`src/rtl/ex_mem_branch_stage_pkg.sv`:
```
// Shared definitions for the EX/MEM stage: word width, LEGv8 opcodes, ALUOp codes, and the EX/MEM record.
// The macros are also visible to any file compiled after this one.
`ifndef EX_MEM_BRANCH_STAGE_DEFS
`define EX_MEM_BRANCH_STAGE_DEFS
`define WORD 64
`define LDUR 11'b11111000010
`define STUR 11'b11111000000
`define CBZ  11'b10110100000
`define B    11'b00010100000
`define ADD  11'b10001011000
`define SUB  11'b11001011000
`define AND  11'b10001010000
`define ORR  11'b10101010000
`endif

package ex_mem_branch_stage_pkg;

    localparam int WORD_W = `WORD;

    localparam logic [10:0] OP_LDUR = `LDUR;
    localparam logic [10:0] OP_STUR = `STUR;
    localparam logic [10:0] OP_CBZ  = `CBZ;
    localparam logic [10:0] OP_B    = `B;
    localparam logic [10:0] OP_ADD  = `ADD;
    localparam logic [10:0] OP_SUB  = `SUB;
    localparam logic [10:0] OP_AND  = `AND;
    localparam logic [10:0] OP_ORR  = `ORR;

    localparam logic [1:0] ALUOP_LDST  = 2'b00;
    localparam logic [1:0] ALUOP_CBZ   = 2'b01;
    localparam logic [1:0] ALUOP_RTYPE = 2'b10;

    typedef struct packed {
        logic [WORD_W-1:0] pc;
        logic [WORD_W-1:0] alu_result;
        logic [WORD_W-1:0] write_data;
        logic [4:0]        rd;
        logic              reg_write;
        logic              mem_read;
        logic              mem_write;
    } exmem_t;

    function automatic logic is_branch_op(input logic [10:0] op);
        return (op == OP_CBZ) || (op == OP_B);
    endfunction

endpackage

```
`src/rtl/ex_mem_branch_stage_squash.sv`:
```
// branch_squash_ctrl: owns the wrong-path squash counter and the one-cycle PC redirect pulse.
// A taken, non-discarded beat arms SQUASH_CYCLES discards; only accepted beats count down.
module branch_squash_ctrl #(
    parameter int SQUASH_CYCLES = 2
) (
    input  logic clk,
    input  logic rst_n,
    input  logic accept,
    input  logic taken,
    output logic discard,
    output logic redirect_pulse
);

    localparam int SQ_W = (SQUASH_CYCLES < 2) ? 1 : $clog2(SQUASH_CYCLES + 1);

    logic [SQ_W-1:0] squash_cnt_q, squash_cnt_d;
    logic            redirect_q, redirect_d;

    assign discard        = (squash_cnt_q != '0);
    assign redirect_pulse = redirect_q;

    always_comb begin
        squash_cnt_d = squash_cnt_q;
        redirect_d   = 1'b0;
        if (accept) begin
            if (discard) begin
                squash_cnt_d = squash_cnt_q - SQ_W'(1);
            end else if (taken) begin
                squash_cnt_d = SQ_W'(SQUASH_CYCLES);
                redirect_d   = 1'b1;
            end
        end
    end

    always_ff @(posedge clk or negedge rst_n) begin
        if (!rst_n) begin
            squash_cnt_q <= '0;
            redirect_q   <= 1'b0;
        end else begin
            squash_cnt_q <= squash_cnt_d;
            redirect_q   <= redirect_d;
        end
    end

endmodule

```
`src/rtl/ex_mem_branch_stage.sv`:
```
// EX/MEM pipeline register with valid/ready handshake, CBZ/B resolution and wrong-path squash.
// Optional `BRANCH_STATS_EN adds saturating stat_branches / stat_taken counters.
module ex_mem_branch_stage
    import ex_mem_branch_stage_pkg::*;
#(
    parameter int SQUASH_CYCLES = 2
`ifdef BRANCH_STATS_EN
    ,
    parameter int CNT_W = 32
`endif
) (
    input  logic              clk,
    input  logic              rst_n,
    input  logic              ex_valid,
    output logic              ex_ready,
    input  logic [WORD_W-1:0] ex_pc,
    input  logic [10:0]       ex_opcode,
    input  logic [WORD_W-1:0] ex_alu_result,
    input  logic              ex_zero,
    input  logic [WORD_W-1:0] ex_branch_target,
    input  logic [WORD_W-1:0] ex_write_data,
    input  logic [4:0]        ex_rd,
    input  logic              ex_reg_write,
    input  logic              ex_mem_read,
    input  logic              ex_mem_write,
    output logic              mem_valid,
    input  logic              mem_ready,
    output logic [WORD_W-1:0] mem_pc,
    output logic [WORD_W-1:0] mem_alu_result,
    output logic [WORD_W-1:0] mem_write_data,
    output logic [4:0]        mem_rd,
    output logic              mem_reg_write,
    output logic              mem_mem_read,
    output logic              mem_mem_write,
    output logic              pc_redirect,
    output logic [WORD_W-1:0] pc_redirect_target
`ifdef BRANCH_STATS_EN
    ,
    output logic [CNT_W-1:0]  stat_branches,
    output logic [CNT_W-1:0]  stat_taken
`endif
);

    exmem_t            exmem_q, exmem_d;
    logic              mem_valid_q, mem_valid_d;
    logic [WORD_W-1:0] target_q, target_d;

    logic accept, discard, load, is_branch, taken;

    assign is_branch = is_branch_op(ex_opcode);
    assign taken     = (ex_opcode == OP_B) || ((ex_opcode == OP_CBZ) && ex_zero);

    // While squashing, wrong-path beats are swallowed even if MEM is stalled.
    assign ex_ready = !mem_valid_q || mem_ready || discard;
    assign accept   = ex_valid && ex_ready;
    assign load     = accept && !discard;

    branch_squash_ctrl #(
        .SQUASH_CYCLES (SQUASH_CYCLES)
    ) u_squash (
        .clk            (clk),
        .rst_n          (rst_n),
        .accept         (accept),
        .taken          (taken),
        .discard        (discard),
        .redirect_pulse (pc_redirect)
    );

    always_comb begin
        exmem_d     = exmem_q;
        mem_valid_d = mem_valid_q;
        target_d    = target_q;
        if (load) begin
            mem_valid_d        = 1'b1;
            exmem_d.pc         = ex_pc;
            exmem_d.alu_result = ex_alu_result;
            exmem_d.write_data = ex_write_data;
            exmem_d.rd         = ex_rd;
            // Branches, taken or not, must not write anything in MEM/WB.
            exmem_d.reg_write  = ex_reg_write && !is_branch;
            exmem_d.mem_read   = ex_mem_read  && !is_branch;
            exmem_d.mem_write  = ex_mem_write && !is_branch;
            if (taken) begin
                target_d = ex_branch_target;
            end
        end else if (mem_ready) begin
            mem_valid_d = 1'b0;
        end
    end

    always_ff @(posedge clk or negedge rst_n) begin
        if (!rst_n) begin
            exmem_q     <= '0;
            mem_valid_q <= 1'b0;
            target_q    <= '0;
        end else begin
            exmem_q     <= exmem_d;
            mem_valid_q <= mem_valid_d;
            target_q    <= target_d;
        end
    end

    assign mem_valid          = mem_valid_q;
    assign mem_pc             = exmem_q.pc;
    assign mem_alu_result     = exmem_q.alu_result;
    assign mem_write_data     = exmem_q.write_data;
    assign mem_rd             = exmem_q.rd;
    assign mem_reg_write      = exmem_q.reg_write;
    assign mem_mem_read       = exmem_q.mem_read;
    assign mem_mem_write      = exmem_q.mem_write;
    assign pc_redirect_target = target_q;

`ifdef BRANCH_STATS_EN
    logic [CNT_W-1:0] stat_branches_q, stat_branches_d;
    logic [CNT_W-1:0] stat_taken_q, stat_taken_d;

    always_comb begin
        stat_branches_d = stat_branches_q;
        stat_taken_d    = stat_taken_q;
        if (load && is_branch && (stat_branches_q != '1)) begin
            stat_branches_d = stat_branches_q + CNT_W'(1);
        end
        if (load && taken && (stat_taken_q != '1)) begin
            stat_taken_d = stat_taken_q + CNT_W'(1);
        end
    end

    always_ff @(posedge clk or negedge rst_n) begin
        if (!rst_n) begin
            stat_branches_q <= '0;
            stat_taken_q    <= '0;
        end else begin
            stat_branches_q <= stat_branches_d;
            stat_taken_q    <= stat_taken_d;
        end
    end

    assign stat_branches = stat_branches_q;
    assign stat_taken    = stat_taken_q;
`endif

endmodule

```
`config.mk`:
```
export PLATFORM = sky130hd
export DESIGN_NAME = ex_mem_branch_stage
export DESIGN_NICKNAME = d
export VERILOG_FILES = /design/src/rtl/ex_mem_branch_stage_pkg.sv /design/src/rtl/ex_mem_branch_stage_squash.sv /design/src/rtl/ex_mem_branch_stage.sv
export SDC_FILE = /design/constraint.sdc
export NUM_CORES = 1
export LEC_CHECK = 0
export ABC_AREA = 1
export BUFFER_PORTS_ARGS = -buffer_cell sky130_fd_sc_hd__buf_4
export CAP_MARGIN = 5
export CORE_AREA = 2 2 215 217
export CTS_BUF_LIST = sky130_fd_sc_hd__clkbuf_4
export CTS_CLUSTER_DIAMETER = 60
export DETAILED_ROUTE_END_ITERATION = 10
export DIE_AREA = 0 0 217 219
export PLACE_DENSITY = 0.52
export SYNTH_ARGS = -nofsm -noshare
export SYNTH_HDL_FRONTEND = slang
export SYNTH_HIERARCHICAL = 1
export SYNTH_SLANG_ARGS = --single-unit
```
`constraint.sdc`:
```
create_clock -name clk -period 2 [get_ports clk]
set_clock_uncertainty 0.05 [all_clocks]
set_input_delay 0.4 -clock clk [delete_from_list [all_inputs] [get_ports clk]]
set_output_delay 0.4 -clock clk [all_outputs]
set_load 0.005 [all_outputs]
```
## After elaboration in Yosys (flattened, before gate mapping)

Index checks and enable logic that the tools add are counted.

- Register bits after elaboration: 268
- Input bits: 280
- Logic and storage cells: 39

- Add/subtract/negate cells: 1
- Equality and inequality tests: 2
- Multiplexer cells: 7
- Reduce and logical (&&, ||, !) cells: 18

Operators by type and width:

| operator | count |
|---|---|
| $eq 11x11->1 const B | 1 |
| $eq 11x8->1 const B | 1 |
| $logic_and 1x1->1 | 6 |
| $reduce_bool 2->1 | 3 |
| $mux 1 | 5 |
| $logic_or 1x1->1 | 4 |
| $mux 2 | 2 |
| $reduce_and 2->1 | 2 |
| $logic_not 1->1 | 3 |
| $sub 2x1->2 const B | 1 |

## Longest topological paths before layout

- Depth after elaboration: 6
- Depth in mapped cells: 11
- Depth with buffers taken out: 10

## By module

Netlist, hierarchy kept.

By module, submodules not included:

| module | times used | cells an instance | area each (µm²) | seq. area each (µm²) |
|---|---|---|---|---|
| ex_mem_branch_stage | 1 | 1155 | 10366.2 | 6631.4 |
| branch_squash_ctrl | 1 | 20 | 163.9 | 75.1 |

## Worst setup path after synthesis

OpenSTA, ideal clock, no wires.

- Path type: register to register
- Start point: register u_squash.squash_cnt_q[0]
- End point: register target_q[50] (netlist: pc_redirect_target[50])
- Setup time: 117 ps
- Arrival time: 1338 ps
- Required time: 1833 ps
- Path slack: 495 ps
- Stages on the path, launching flop included: 11
- Period minus slack after synthesis: 1505 ps
- Cells stage by stage: dfrtp_1 > inv_1 > ha_1 > inv_1 > inv_1 > nand3_2 > inv_2 > nand3_4 > buf_6 > nand2_1 > nand2_1

- Word-level cells in the longest chain between the ends: 5

Ends and longest elaborated chain:

| item | RTL line | source |
|---|---|---|
| start, declared | ex_mem_branch_stage_squash.sv:16 | `logic [SQ_W-1:0] squash_cnt_q, squash_cnt_d;` |
| start signal, assigned | ex_mem_branch_stage_squash.sv:40 | `squash_cnt_q <= squash_cnt_d;` |
| $reduce_bool 2->1 (*) | ex_mem_branch_stage_squash.sv:19 | `assign discard = (squash_cnt_q != '0);` |
| net discard | ex_mem_branch_stage.sv:48 | `logic accept, discard, load, is_branch, taken;` |
| $logic_or 1x1->1 | ex_mem_branch_stage.sv:54 | `assign ex_ready = !mem_valid_q \|\| mem_ready \|\| discard;` |
| $logic_and 1x1->1 | ex_mem_branch_stage.sv:55 | `assign accept = ex_valid && ex_ready;` |
| $logic_and 1x1->1 (*) | ex_mem_branch_stage.sv:56 | `assign load = accept && !discard;` |
| $reduce_and 2->1 (no line) (*) | -- |  |
| end signal, assigned | ex_mem_branch_stage.sv:99 | `target_q <= target_d;` |
| end, declared | ex_mem_branch_stage.sv:46 | `logic [WORD_W-1:0] target_q, target_d;` |

Mark *: on every way through the listed nets, which the timed path passes. The rest lies on a longest branch.
A chain may end at the register's enable or synchronous reset.

## Final worst setup path

- Start point: register u_squash.squash_cnt_q[0]
- End point: output ex_ready

- Word-level cells in the longest chain between the ends: 2

Ends and longest elaborated chain:

| item | RTL line | source |
|---|---|---|
| $reduce_bool 2->1 | ex_mem_branch_stage_squash.sv:19 |  |
| net discard | ex_mem_branch_stage.sv:48 |  |
| $logic_or 1x1->1 | ex_mem_branch_stage.sv:54 |  |
| end, declared | ex_mem_branch_stage.sv:15 | `output logic ex_ready,` |

The timed path passes the listed nets, and every way through them passes these cells.

==> flow_summary.ini <==
[synth]
yosys_register_bits = 268
mappedNetlistArea_mm2 = 0.0105
ys_seq_area_share_pct = 63.7
synth_nets = 1457
synth_unique_cells = 19
synthesis.instances = 1175
synthesis.area_per_instance_um2 = 8.96
yosys_warn_count = 6

[clock_network]
cts-buffers-inserted = 77
worstSkewPairLatency_ps = 740
cts_tree = yes
h-tree-depth = 3
clock_sink_count = 268
worst_setup_hold_path_clk_slew_ps = 60
clock_path_buffers = 3
cts_root_buf = sky130_fd_sc_hd__clkbuf_4

[hold_path]
min_path_cells = 4
worst_hold_path.endpoint = pc_redirect_target[46]
timing.hold.worst.class = in -> reg
hold_start = ex_zero

[routing]
vias = 11600
ant_nets = 0
wirelength_um = 43600
routed_via_density = 4.24
routed_wire_length_per_instance_um = 16.0
drt_first_iter_violations = 628
drt-pass1-iter-count = 4
detail_route.drc_violations = 0

[sta]
maxSlewHeadroom_pct = 68.1
post-route-min-period_ps = 2130
clock.fmax_mhz = 469
finalWorstSetupSlack_ps = -133
hold_viol = 0
worstMarginPinSlew_ps = 478
final_total_negative_setup_slack_ps = -8290
final_max_slew_viol_count = 0
period_share_pct = 107
fin_hold_ws_ps = 91.9
rsz_0062_raised_after_global_routing = yes
setup_viol_count_final = 121

[die]
core.rowCount = 78
die-area_mm2 = 0.0475
die_y_um = 219
ios = 547
coreArea_mm2 = 0.0451
start_util_pct = 23.4
die_extent_in_x_um = 217

[global_routing]
largest_net_degree_at_the_start_of_global_routing = 137
global_route_wire_length_before_repair_um = 63700
number_of_antenna_violations_at_the_first_check_in_global_routing = 2
grt-ovfl-total = 0
global_route.usage.total_pct = 17.0
grt_pass1_vias = 11800

[cells_and_area]
final.fill_count = 4354
layout-area-overhead-vs-synth_pct = 86.5
design.final.nets = 2351
multi_input_area_mm2 = 0.00340
post_route_cells_drive_above_1_share_pct = 36.1
area.sequential_mm2 = 0.00671
total_non_filler_cell_area_in_the_finished_layout_mm2 = 0.0196

[place]
place_hpwl_um = 27800
gp_congestion = 0.820
placed_cell_area_mm2 = 0.0153
placement.setup.worst_slack_ps = 159
place.port_buffers = 546

[worst_setup_path]
critPathKind = reg -> out
path_max_fanout = 2
worst_r2r_endpoint = mem_pc[24]
timing.critical_path.from_type = flip-flop
timing.critical_path.arrival_ps = 1680
setup.reg_to_reg.worst_slack_ps = -120
r2r-start = u_squash/squash_cnt_q[0]
r2r_cells = 12
timing.critical_path.required_ps = 1550
worstSetupEndpointType = primary output

[run_status]
status = finished, violations left
violations = setup timing

[power_and_ir_drop]
worst_ir_drop_vdd_uv = 673
power_mw = 23.0
power.density_cell_area_mw_per_mm2 = 1170
power_leakage_nw = 10.7

[run]
maxCapViolCount = 0
through the flow:
stage	util, %	instances
CTS	42.5	2704
global placement	34.0	2284
detailed placement	34.0	2284
global route	43.6	2727
finish	43.6	2727
floorplan	-	1175
critical path, stage by stage, from the launching register on:
cell                      delay (ps)
sky130_fd_sc_hd__dfrtp_1         400
sky130_fd_sc_hd__inv_2            90
sky130_fd_sc_hd__ha_4            140
sky130_fd_sc_hd__inv_2            50
sky130_fd_sc_hd__inv_4            70
sky130_fd_sc_hd__nand3_4          60
sky130_fd_sc_hd__buf_6           130
cell usage in the layout (no fill, tap or decap), drive strengths merged, types with 2 or more instances in the layout:
| cell | instances |
|---|---|
| nand2 | 741 |
| buf | 605 |
| dlygate4sd3 | 271 |
| dfrtp | 268 |
| clkbuf | 123 |
| nand4 | 64 |
| clkinv | 18 |
| inv | 15 |
| nand3 | 8 |
| nor2 | 7 |
| diode | 2 |
| ha | 2 |
per-layer routing:
metal	track usage [%]	part of all wire, %	wire length (um)	vias up
met1	19.8	40	17400	5482
li1	-	-	-	5488
met4	8.70	2.9	1260	2
met2	27.9	49	21400	505
met3	5.74	8.3	3610	78
met5	0	0.025	11	-
cell type report:
cell class | instances | area share [%]
clock buffer | 115 | 4.40
timing repair buffer | 884 | 39.4
antenna | 2 | 0.0255
clock inverter | 20 | 0.541
timing repair inverter | 1 | 0.0446
tap | 600 | 3.82
sequential | 268 | 34.1
multi-input combinational | 824 | 17.3
inverter | 13 | 0.325
synth_stat cells (all sizes together):
cell	instances	share of area, %
nand2	741	26
dfrtp	268	64
nand4	64	3.8
buf	50	3.5
clkbuf	20	0.71
inv	12	0.43
nand3	8	0.55
nor2	7	0.32
ha	2	0.24
and2	1	0.059
clkinv	1	0.036
o21bai	1	0.18
sequential cells by signal, indices dropped and copies added (netlist names):
signal / cells
u_squash/squash_cnt_q: 2
mem_pc: 64
mem_mem_write: 1
u_squash/redirect_pulse: 1
mem_mem_read: 1
mem_valid: 1
mem_reg_write: 1
mem_alu_result: 64
mem_rd: 5
pc_redirect_target: 64
mem_write_data: 64
how the worst max path moves through the flow:
stage | start | to
floorplan | u_squash/squash_cnt_q[0] | pc_redirect_target[50]
global placement | u_squash/squash_cnt_q[0] | mem_alu_result[13]
detailed placement | u_squash/squash_cnt_q[0] | mem_alu_result[60]
CTS | u_squash/squash_cnt_q[0] | ex_ready
global route | u_squash/squash_cnt_q[0] | ex_ready
finish | u_squash/squash_cnt_q[0] | ex_ready
logic make-up after synthesis:
logic type      synth area share [%]
compound gates                 0.178
fa+ha+maj                      0.238
buf+inv                         4.68
flops                           63.7
simple gates                    31.2
where the power goes:
group	leakage [nW]	internal (mW)	total, mW	switching, mW
logic	6.70	4.89	9.26	4.37
registers	3.41	7.44	8.61	1.18
clock network	0.590	2.75	5.14	2.40
repair_timing:
item | in CTS | in global routing
setup buffers | 12 | 12
endpoints found under the setup margin | 1 | 35
pin swaps | 1 | 4
gates cloned | 0 | 13
resized for setup | 10 | 36
hold buffers | 273 | 0
hold endpoints to repair | 536 | 0
(Power assumes the default switching activity.)
